`src/rtl/pc_unit_if.sv`:
```
// Fetch-stage request/response bundle for pc_unit: redirect requests in,
// current fetch PC, status flags and RAS occupancy out.
interface pc_unit_if #(
  parameter int unsigned PC_W      = 32,
  parameter int unsigned RAS_DEPTH = 4
);
  localparam int unsigned CNT_W = $clog2(RAS_DEPTH) + 1;

  logic            i_stall;
  logic            i_exc_valid;
  logic [PC_W-1:0] i_exc_vector;
  logic            i_br_taken;
  logic [PC_W-1:0] i_br_target;
  logic            i_jmp_valid;
  logic [PC_W-1:0] i_jmp_target;
  logic            i_call;
  logic            i_ret;

  logic [PC_W-1:0]  o_pc;
  logic [PC_W-1:0]  o_pc_plus;
  logic             o_redirect;
  logic             o_misalign;
  logic [CNT_W-1:0] o_ras_cnt;

  modport master (
    output i_stall, i_exc_valid, i_exc_vector, i_br_taken, i_br_target,
           i_jmp_valid, i_jmp_target, i_call, i_ret,
    input  o_pc, o_pc_plus, o_redirect, o_misalign, o_ras_cnt
  );

  modport slave (
    input  i_stall, i_exc_valid, i_exc_vector, i_br_taken, i_br_target,
           i_jmp_valid, i_jmp_target, i_call, i_ret,
    output o_pc, o_pc_plus, o_redirect, o_misalign, o_ras_cnt
  );
endinterface

```
`src/rtl/pc_unit.sv`:
```
// Fetch-stage program counter: prioritised redirect selection, stall hold,
// forced target alignment and a circular return-address stack.
module pc_unit #(
  parameter int unsigned     PC_W       = 32,
  parameter logic [PC_W-1:0] RESET_VEC  = '0,
  parameter int unsigned     INC        = 4,
  parameter int unsigned     ALIGN_BITS = 2,
  parameter int unsigned     RAS_DEPTH  = 4
) (
  input  logic      i_clk,
  input  logic      i_rst_n,
  pc_unit_if.slave  bus
);

  localparam int unsigned PTR_W = $clog2(RAS_DEPTH);
  localparam int unsigned CNT_W = PTR_W + 1;
  localparam logic [PC_W-1:0]  KEEP_MASK = {PC_W{1'b1}} << ALIGN_BITS;
  localparam logic [CNT_W-1:0] CNT_FULL  = CNT_W'(RAS_DEPTH);

  typedef enum logic [2:0] {
    SEL_SEQ,
    SEL_HOLD,
    SEL_EXC,
    SEL_BR,
    SEL_RET,
    SEL_JMP
  } sel_e;

  sel_e             sel;
  logic [PC_W-1:0]  pc_q, pc_d;
  logic [PC_W-1:0]  pc_plus;
  logic             redirect_q, redirect_d;
  logic             misalign_q, misalign_d;
  logic [PTR_W-1:0] ptr_q, ptr_d;
  logic [CNT_W-1:0] cnt_q, cnt_d;
  logic [PC_W-1:0]  ras_q [RAS_DEPTH];
  logic [PC_W-1:0]  src;
  logic             load;
  logic             push;

  assign pc_plus = pc_q + PC_W'(INC);

  always_comb begin
    sel = SEL_SEQ;
    if (bus.i_exc_valid)                                  sel = SEL_EXC;
    else if (bus.i_br_taken)                              sel = SEL_BR;
    else if (bus.i_stall)                                 sel = SEL_HOLD;
    else if (bus.i_jmp_valid && bus.i_ret && cnt_q != '0) sel = SEL_RET;
    else if (bus.i_jmp_valid)                             sel = SEL_JMP;
  end

  always_comb begin
    src        = '0;
    load       = 1'b0;
    push       = 1'b0;
    pc_d       = pc_plus;
    redirect_d = 1'b0;
    misalign_d = 1'b0;
    ptr_d      = ptr_q;
    cnt_d      = cnt_q;

    unique case (sel)
      SEL_HOLD: pc_d = pc_q;
      SEL_EXC: begin
        src  = bus.i_exc_vector;
        load = 1'b1;
      end
      SEL_BR: begin
        src  = bus.i_br_target;
        load = 1'b1;
      end
      SEL_RET: begin
        src   = ras_q[ptr_q - PTR_W'(1)];
        load  = 1'b1;
        ptr_d = ptr_q - PTR_W'(1);
        cnt_d = cnt_q - CNT_W'(1);
      end
      SEL_JMP: begin
        src  = bus.i_jmp_target;
        load = 1'b1;
        // A return that found the stack empty still must not push.
        if (bus.i_call && !bus.i_ret) begin
          push  = 1'b1;
          ptr_d = ptr_q + PTR_W'(1);
          cnt_d = (cnt_q == CNT_FULL) ? cnt_q : cnt_q + CNT_W'(1);
        end
      end
      default: pc_d = pc_plus;
    endcase

    if (load) begin
      pc_d       = src & KEEP_MASK;
      redirect_d = 1'b1;
      misalign_d = |(src & ~KEEP_MASK);
    end
  end

  always_ff @(posedge i_clk or negedge i_rst_n) begin
    if (!i_rst_n) begin
      pc_q       <= RESET_VEC;
      redirect_q <= 1'b0;
      misalign_q <= 1'b0;
      ptr_q      <= '0;
      cnt_q      <= '0;
    end else begin
      pc_q       <= pc_d;
      redirect_q <= redirect_d;
      misalign_q <= misalign_d;
      ptr_q      <= ptr_d;
      cnt_q      <= cnt_d;
    end
  end

  // Stack storage needs no reset: entries are only read when cnt_q says valid.
  always_ff @(posedge i_clk) begin
    if (push) ras_q[ptr_q] <= pc_plus;
  end

  assign bus.o_pc      = pc_q;
  assign bus.o_pc_plus = pc_plus;
  assign bus.o_redirect = redirect_q;
  assign bus.o_misalign = misalign_q;
  assign bus.o_ras_cnt  = cnt_q;

endmodule

```
`src/flat_wrapper.sv`:
```
// flat-port wrapper written by rule: the top's interface ports become plain ports
module pc_unit_flat 
#(
  parameter int unsigned     PC_W       = 32,
  parameter logic [PC_W-1:0] RESET_VEC  = '0,
  parameter int unsigned     INC        = 4,
  parameter int unsigned     ALIGN_BITS = 2,
  parameter int unsigned     RAS_DEPTH  = 4
)
  (i_clk, i_rst_n, bus_i_stall, bus_i_exc_valid, bus_i_exc_vector, bus_i_br_taken, bus_i_br_target, bus_i_jmp_valid, bus_i_jmp_target, bus_i_call, bus_i_ret, bus_o_pc, bus_o_pc_plus, bus_o_redirect, bus_o_misalign, bus_o_ras_cnt);
  pc_unit_if #(.PC_W(PC_W), .RAS_DEPTH(RAS_DEPTH)) bus_i ();
  input  logic i_clk;
  input  logic i_rst_n;
  input wire logic [$bits(bus_i.i_stall)-1:0] bus_i_stall;
  input wire logic [$bits(bus_i.i_exc_valid)-1:0] bus_i_exc_valid;
  input wire logic [$bits(bus_i.i_exc_vector)-1:0] bus_i_exc_vector;
  input wire logic [$bits(bus_i.i_br_taken)-1:0] bus_i_br_taken;
  input wire logic [$bits(bus_i.i_br_target)-1:0] bus_i_br_target;
  input wire logic [$bits(bus_i.i_jmp_valid)-1:0] bus_i_jmp_valid;
  input wire logic [$bits(bus_i.i_jmp_target)-1:0] bus_i_jmp_target;
  input wire logic [$bits(bus_i.i_call)-1:0] bus_i_call;
  input wire logic [$bits(bus_i.i_ret)-1:0] bus_i_ret;
  output wire logic [$bits(bus_i.o_pc)-1:0] bus_o_pc;
  output wire logic [$bits(bus_i.o_pc_plus)-1:0] bus_o_pc_plus;
  output wire logic [$bits(bus_i.o_redirect)-1:0] bus_o_redirect;
  output wire logic [$bits(bus_i.o_misalign)-1:0] bus_o_misalign;
  output wire logic [$bits(bus_i.o_ras_cnt)-1:0] bus_o_ras_cnt;
  assign bus_i.i_stall = bus_i_stall;
  assign bus_i.i_exc_valid = bus_i_exc_valid;
  assign bus_i.i_exc_vector = bus_i_exc_vector;
  assign bus_i.i_br_taken = bus_i_br_taken;
  assign bus_i.i_br_target = bus_i_br_target;
  assign bus_i.i_jmp_valid = bus_i_jmp_valid;
  assign bus_i.i_jmp_target = bus_i_jmp_target;
  assign bus_i.i_call = bus_i_call;
  assign bus_i.i_ret = bus_i_ret;
  assign bus_o_pc = bus_i.o_pc;
  assign bus_o_pc_plus = bus_i.o_pc_plus;
  assign bus_o_redirect = bus_i.o_redirect;
  assign bus_o_misalign = bus_i.o_misalign;
  assign bus_o_ras_cnt = bus_i.o_ras_cnt;
  pc_unit #(.PC_W(PC_W), .RESET_VEC(RESET_VEC), .INC(INC), .ALIGN_BITS(ALIGN_BITS), .RAS_DEPTH(RAS_DEPTH)) u_core (.i_clk(i_clk), .i_rst_n(i_rst_n), .bus(bus_i));
endmodule
```
`config.mk`:
```
export PLATFORM = sky130hd
export DESIGN_NAME = pc_unit_flat
export DESIGN_NICKNAME = d
export VERILOG_FILES = /design/src/rtl/pc_unit_if.sv /design/src/rtl/pc_unit.sv /design/src/flat_wrapper.sv
export SDC_FILE = /design/constraint.sdc
export NUM_CORES = 1
export LEC_CHECK = 0
export ABC_AREA = 1
export BUFFER_PORTS_ARGS = -buffer_cell sky130_fd_sc_hd__buf_2
export CORE_MARGIN = 8
export CORE_UTILIZATION = 56
export DETAILED_ROUTE_END_ITERATION = 12
export GPL_TIMING_DRIVEN = 0
export HOLD_SLACK_MARGIN = 0.03
export PLACE_DENSITY_LB_ADDON = 0.2
export SYNTH_ARGS = -nofsm -noshare
export SYNTH_HDL_FRONTEND = slang
export SYNTH_SLANG_ARGS = --single-unit
```
`constraint.sdc`:
```
create_clock -name i_clk -period 3.3 [get_ports i_clk]
set_clock_uncertainty 0.05 [all_clocks]
set_input_delay 0.165 -clock i_clk [delete_from_list [all_inputs] [get_ports i_clk]]
set_output_delay 0.165 -clock i_clk [all_outputs]
set_load 0.01 [all_outputs]
```
* Yosys cells after proc, flatten, opt, wreduce, memory -nomap -nowiden
Memories as Yosys holds them, arrays and structs flattened.
Cells that the tools add are included.
** Word-level totals
- Bits in registers :: 39
- Memory bits (writable) :: 128
- Input bits :: 104
- Output and inout bits :: 69
- Logic and storage cells :: 50
- Memories :: 1
** Operators by class
- Add/sub/neg operators :: 5
- Eq/ne operators :: 9
- Multiplexer cells :: 20
- Reduce and logical (&&, ||, !) cells :: 10
** Memories
- u_core.ras_q :: words 4, width 32, read ports 1, clocked after Yosys merged registers in 0, write ports 1, line pc_unit.sv:36 : logic [PC_W-1:0] ras_q [RAS_DEPTH];
** Operators by type and width (count)
- one-hot mux 32 bit (4 select lines) :: 1
- two-way mux 32 bit :: 2
- adder 32 x 3 -> 32 bit (second input constant) :: 1
- two-way mux 3 bit :: 7
- equality test 3 bit (second input constant) :: 3
- two-way mux 1 bit :: 7
- equality test 3 x 2 -> 1 bit (second input constant) :: 2
- one-hot mux 3 bit (2 select lines) :: 1
- != test 2 x 1 -> 1 bit (second input constant) :: 2
- one-hot mux 2 bit (2 select lines) :: 1
- OR reduction 4 bit :: 1
- adder 3 x 1 -> 3 bit (second input constant) :: 1
- equality test 3 x 1 -> 1 bit (second input constant) :: 1
- logical AND 1 bit :: 3
- AND reduction 3 bit :: 1
- nonzero test 3 bit :: 1
- subtractor 3 x 1 -> 3 bit (second input constant) :: 1
- adder 2 x 1 -> 2 bit (second input constant) :: 1
- two-way mux 2 bit :: 1
- != test 2 bit (second input constant) :: 1
- AND reduction 2 bit :: 1
- nonzero test 2 bit :: 1
- OR reduction 2 bit :: 1
- subtractor 2 x 1 -> 2 bit (second input constant) :: 1
- logical NOT 1 bit :: 1

* Longest topological paths before layout
- Word-level depth :: 10
- Gate-level depth with buffers :: 15
- Mapped depth without buffers :: 12

* Least setup slack after synthesis
OpenSTA, ideal clock, no wires.
- Kind :: flip-flop to flip-flop
- Start :: register u_core.ptr_q[0]
- End :: memory u_core.ras_q[0][10] (enable)
- Setup time :: 417 ps
- Arrival time :: 2269 ps
- Required time :: 2833 ps
- Slack :: 564 ps
- Stages on the path, launching flop included :: 7
- Buffers on the path :: 2
- Clock period less this slack :: 2736 ps
- Path through :: dfrtp_1 > buf_4 > inv_2 > buf_2 > ha_1 > inv_1 > nor2_1
** RTL lines
- from (decl) :: line pc_unit.sv:34 : logic [PTR_W-1:0] ptr_q, ptr_d;
- from (signal assigned) :: line pc_unit.sv:109 : ptr_q <= ptr_d;
- to (decl) :: line pc_unit.sv:36
No word-level cell before the write port.

* Final worst setup path
- Start :: register u_core.ptr_q[0]
- End :: register u_core.pc_q[9] (netlist: u_core.bus.o_pc[9])
** Between the ends
- Longest elaborated chain between the ends :: 4
** Ends and longest elaborated chain
- subtractor 2 x 1 -> 2 bit :: line pc_unit.sv:73 : src = ras_q[ptr_q - PTR_W'(1)];
- memory read (4 x 32 bit)
- one-hot mux 32 bit (4 select lines) :: line pc_unit.sv:62 : unique case (sel)
- two-way mux 32 bit :: line pc_unit.sv:91 : if (load) begin
- to (signal assigned) :: line pc_unit.sv:106 : pc_q <= pc_d;
- to (decl) :: line pc_unit.sv:30 : logic [PC_W-1:0] pc_q, pc_d;
No other way between the ends.
A chain may end at the register's enable or synchronous reset.

==> reports/results.txt <==
Mean Syn Cell Area = 7.919 um2
Least-Margin Pin Slew = 1.015 ns
placed insts = 1457
Antenna Diode Count = 0
worst hold margin = 0.04910 ns
CP Class = flop to flop
Root Driver = clkbuf_16
clk slew on worst S/H paths = 0.06 ns
slew margin rel. = 0.3218
Fmax = 0.3268 GHz
status = completed
gr ovfl total = 0
Tmin final = 3.060 ns
largest net degree at the start of global routing = 38
per-cell routed wire length = 18.66 um
Setup crit start kind = flop
Residual DRC = 0
IO Pins = 173
Pwr Total = 6717 uW
Max Slew Vio Count = 0
EDFF count, synth = 120
RePlAce Congestion = 0.9399
initial DRC count = 833
Post-Route WL = 28010 um
most frequent cells in the layout = nand2_1 (399), buf_2 (178), inv_1 (129), edfxtp_1 (120), nor2_1 (115)
max incr delay on CP = 0.55 ns
Fill cells = 1259
Yosys reg bits = 157
fin util = 0.6900
hold crit path type = input pin to flop
row cnt = 45
HPWL after DPL = 20830 um
full die area = 19800 um2
crit share post-route = 0.9273
synthesized instance count = 1100
starting density of the core = 0.5730
PortBufs = 166
pwr dens = 640.3 nW/um2
Area Overhead vs Synth = 20.43%
CTS resizes = 0
Max Cap Viol = 0
Yosys top cell by area = edfxtp_1
Lkg Pwr = 0.004943 uW
vias in the first global route = 7962
worst-path fanout max = 11
clk buf depth = 2
core area = 15200 um2
die height = 140.7 um
RSZ-0062 raised after global routing = no
main flop type after synthesis = edfxtp_1
initial antenna violation count = 1
H-tree levels = 4
Inserted Clock Buffers = 17
top-area cell type share of the netlist area = 0.4137
final hold viol count = 0
worst path cell trace = buf_4, inv_2, buf_2, ha_1, clkbuf_1, o211ai_1, nand3_1, nand4_1, nand2_1, nand2_1, dlygate4sd3_1
Buf/Inv on CP = 5
critical path required time = 3.56 ns
Worst setup EP type = flop
All-Layer GR Usage = 0.2870
Crit path top cell by count = nand2_1
final antenna-violating net count = 0
Nets = 1410
Arr. time, crit path = 3.32 ns
via count = 8116
global-route wire length before repair = 43130 um
CP delay by family, top = buffers and inverters
Setup TNS = 0 ns
critical path's slowest cell = dlygate4sd3_1
most common cell after layout, fill and taps aside = nand2_1
Die X = 140.7 um
share of layout cells above drive strength 1 = 0.1927
Post-Syn Area = 8711 um2
final std cells w/o fill = 1501
Yosys cell types = 37
vias per cell = 5.407
synth top area cells = edfxtp_1 (41%), nand2_1 (17%), dfrtp_1 (11%)
1st-pass router iterations = 6
Synthesis Warnings = 0
sequential element share of the synthesized area = 0.5200
clk sinks = 157
ys async rst share = 0.2357
Peak VDD IR = 0.4242 mV
Final setup viols = 0
CTS tree = built
worst skew pair latency = 0.43 ns
final cells by class:
class                      instances  area, um2  share of cell area
sequential                       157       4529              0.4318
clock buffer                      17      425.4             0.04055
timing repair buffer             178      950.9             0.09065
inverter                         138      518.0             0.04938
multi-input combinational        757       3438              0.3278
tap                              188      235.2             0.02242
buffer                            51      266.5             0.02541
clock inverter                    15      126.4             0.01205
state kept, by name (all words and copies together), names as in the netlist:
register / count
u_core.bus.o_ras_cnt: 3
u_core.ras_q: 120
u_core.bus.o_misalign: 1
u_core.bus.o_pc: 30
u_core.bus.o_redirect: 1
u_core.ptr_q: 2
power breakdown:
part           total [uW]  switching [uW]  internal (uW)
registers            2430             148           2280
logic                2450            1720            732
clock network        1840             854            983
total                6720            2720           3990
per-layer routing:
layer	GRT usage	wire, um
met5	0	11
met4	0.1160	841
met3	0.09892	3265
met2	0.4436	12640
met1	0.3630	11250
kinds of logic (layout without fill, tap and decap cells):
family                   count (synthesis)  in the layout  synth area share
other                                    1              4         0.0004305
AO/OA/AOI/OAI                           47             47           0.02815
AND/OR/NAND/NOR                        693            693            0.3440
buffers and inverters                  189            399           0.09006
adder cells (fa/ha/maj)                  6              6          0.009480
flip-flops                             157            157            0.5200
XOR/XNOR                                 7              7          0.007900
stage by stage:
| stage | cell area (um2) | worst slack [ns] |
|---|---|---|
| after floorplan | 8722 | 0.5642 |
| after global placement | 9788 | -0.4432 |
| after detailed placement | 9818 | 0.3806 |
| after CTS | 10490 | 0.2618 |
| after global routing | 10490 | 0.1147 |
| final | 10490 | 0.2399 |
path summary, 6_finish.rpt:
| path | cells after the start | end | slack, ns | start |
|---|---|---|---|---|
| setup / recovery | 11 | u_core.bus.o_pc[9] | 0.24 | u_core.ptr_q[0] |
| hold / removal | 5 | u_core.bus.o_pc[11] | 0.05 | bus_i_jmp_target[11] |
| setup reg to reg | 11 | u_core.bus.o_pc[9] | 0.24 | u_core.ptr_q[0] |
| hold reg to reg | 2 | u_core.bus.o_ras_cnt[2] | 0.46 | u_core.bus.o_ras_cnt[2] |
| max in group asynchronous | 2 | u_core.ptr_q[0] | 2.26 | i_rst_n |
| min in group asynchronous | 2 | u_core.bus.o_pc[2] | 0.36 | i_rst_n |
synthesized netlist by cell type, drive strengths merged (3+ instances only):
library cell and number:
nand2 402, inv 136, nor2 128, edfxtp 120
nand3 113, o21ai 42, dfrtp 37, nand4 33
buf 29, clkbuf 22, nand3b 9, ha 5
xor2 5, and2 4, a21oi 3
what timing repair did:
| item | CTS | global route |
|---|---|---|
| hold buffers | 12 | 0 |
| setup endpoints to repair | 0 | 0 |
| endpoints found under the hold margin | 45 | 0 |
| setup buffers | 0 | 0 |
worst min-delay path: stages:
cell and delay (ns):
buf_2 0.07, nand2_1 0.05, nand3b_1 0.08, nor2_1 0.04, nor2_1 0.07
Power figures use the tool's default switching activity.
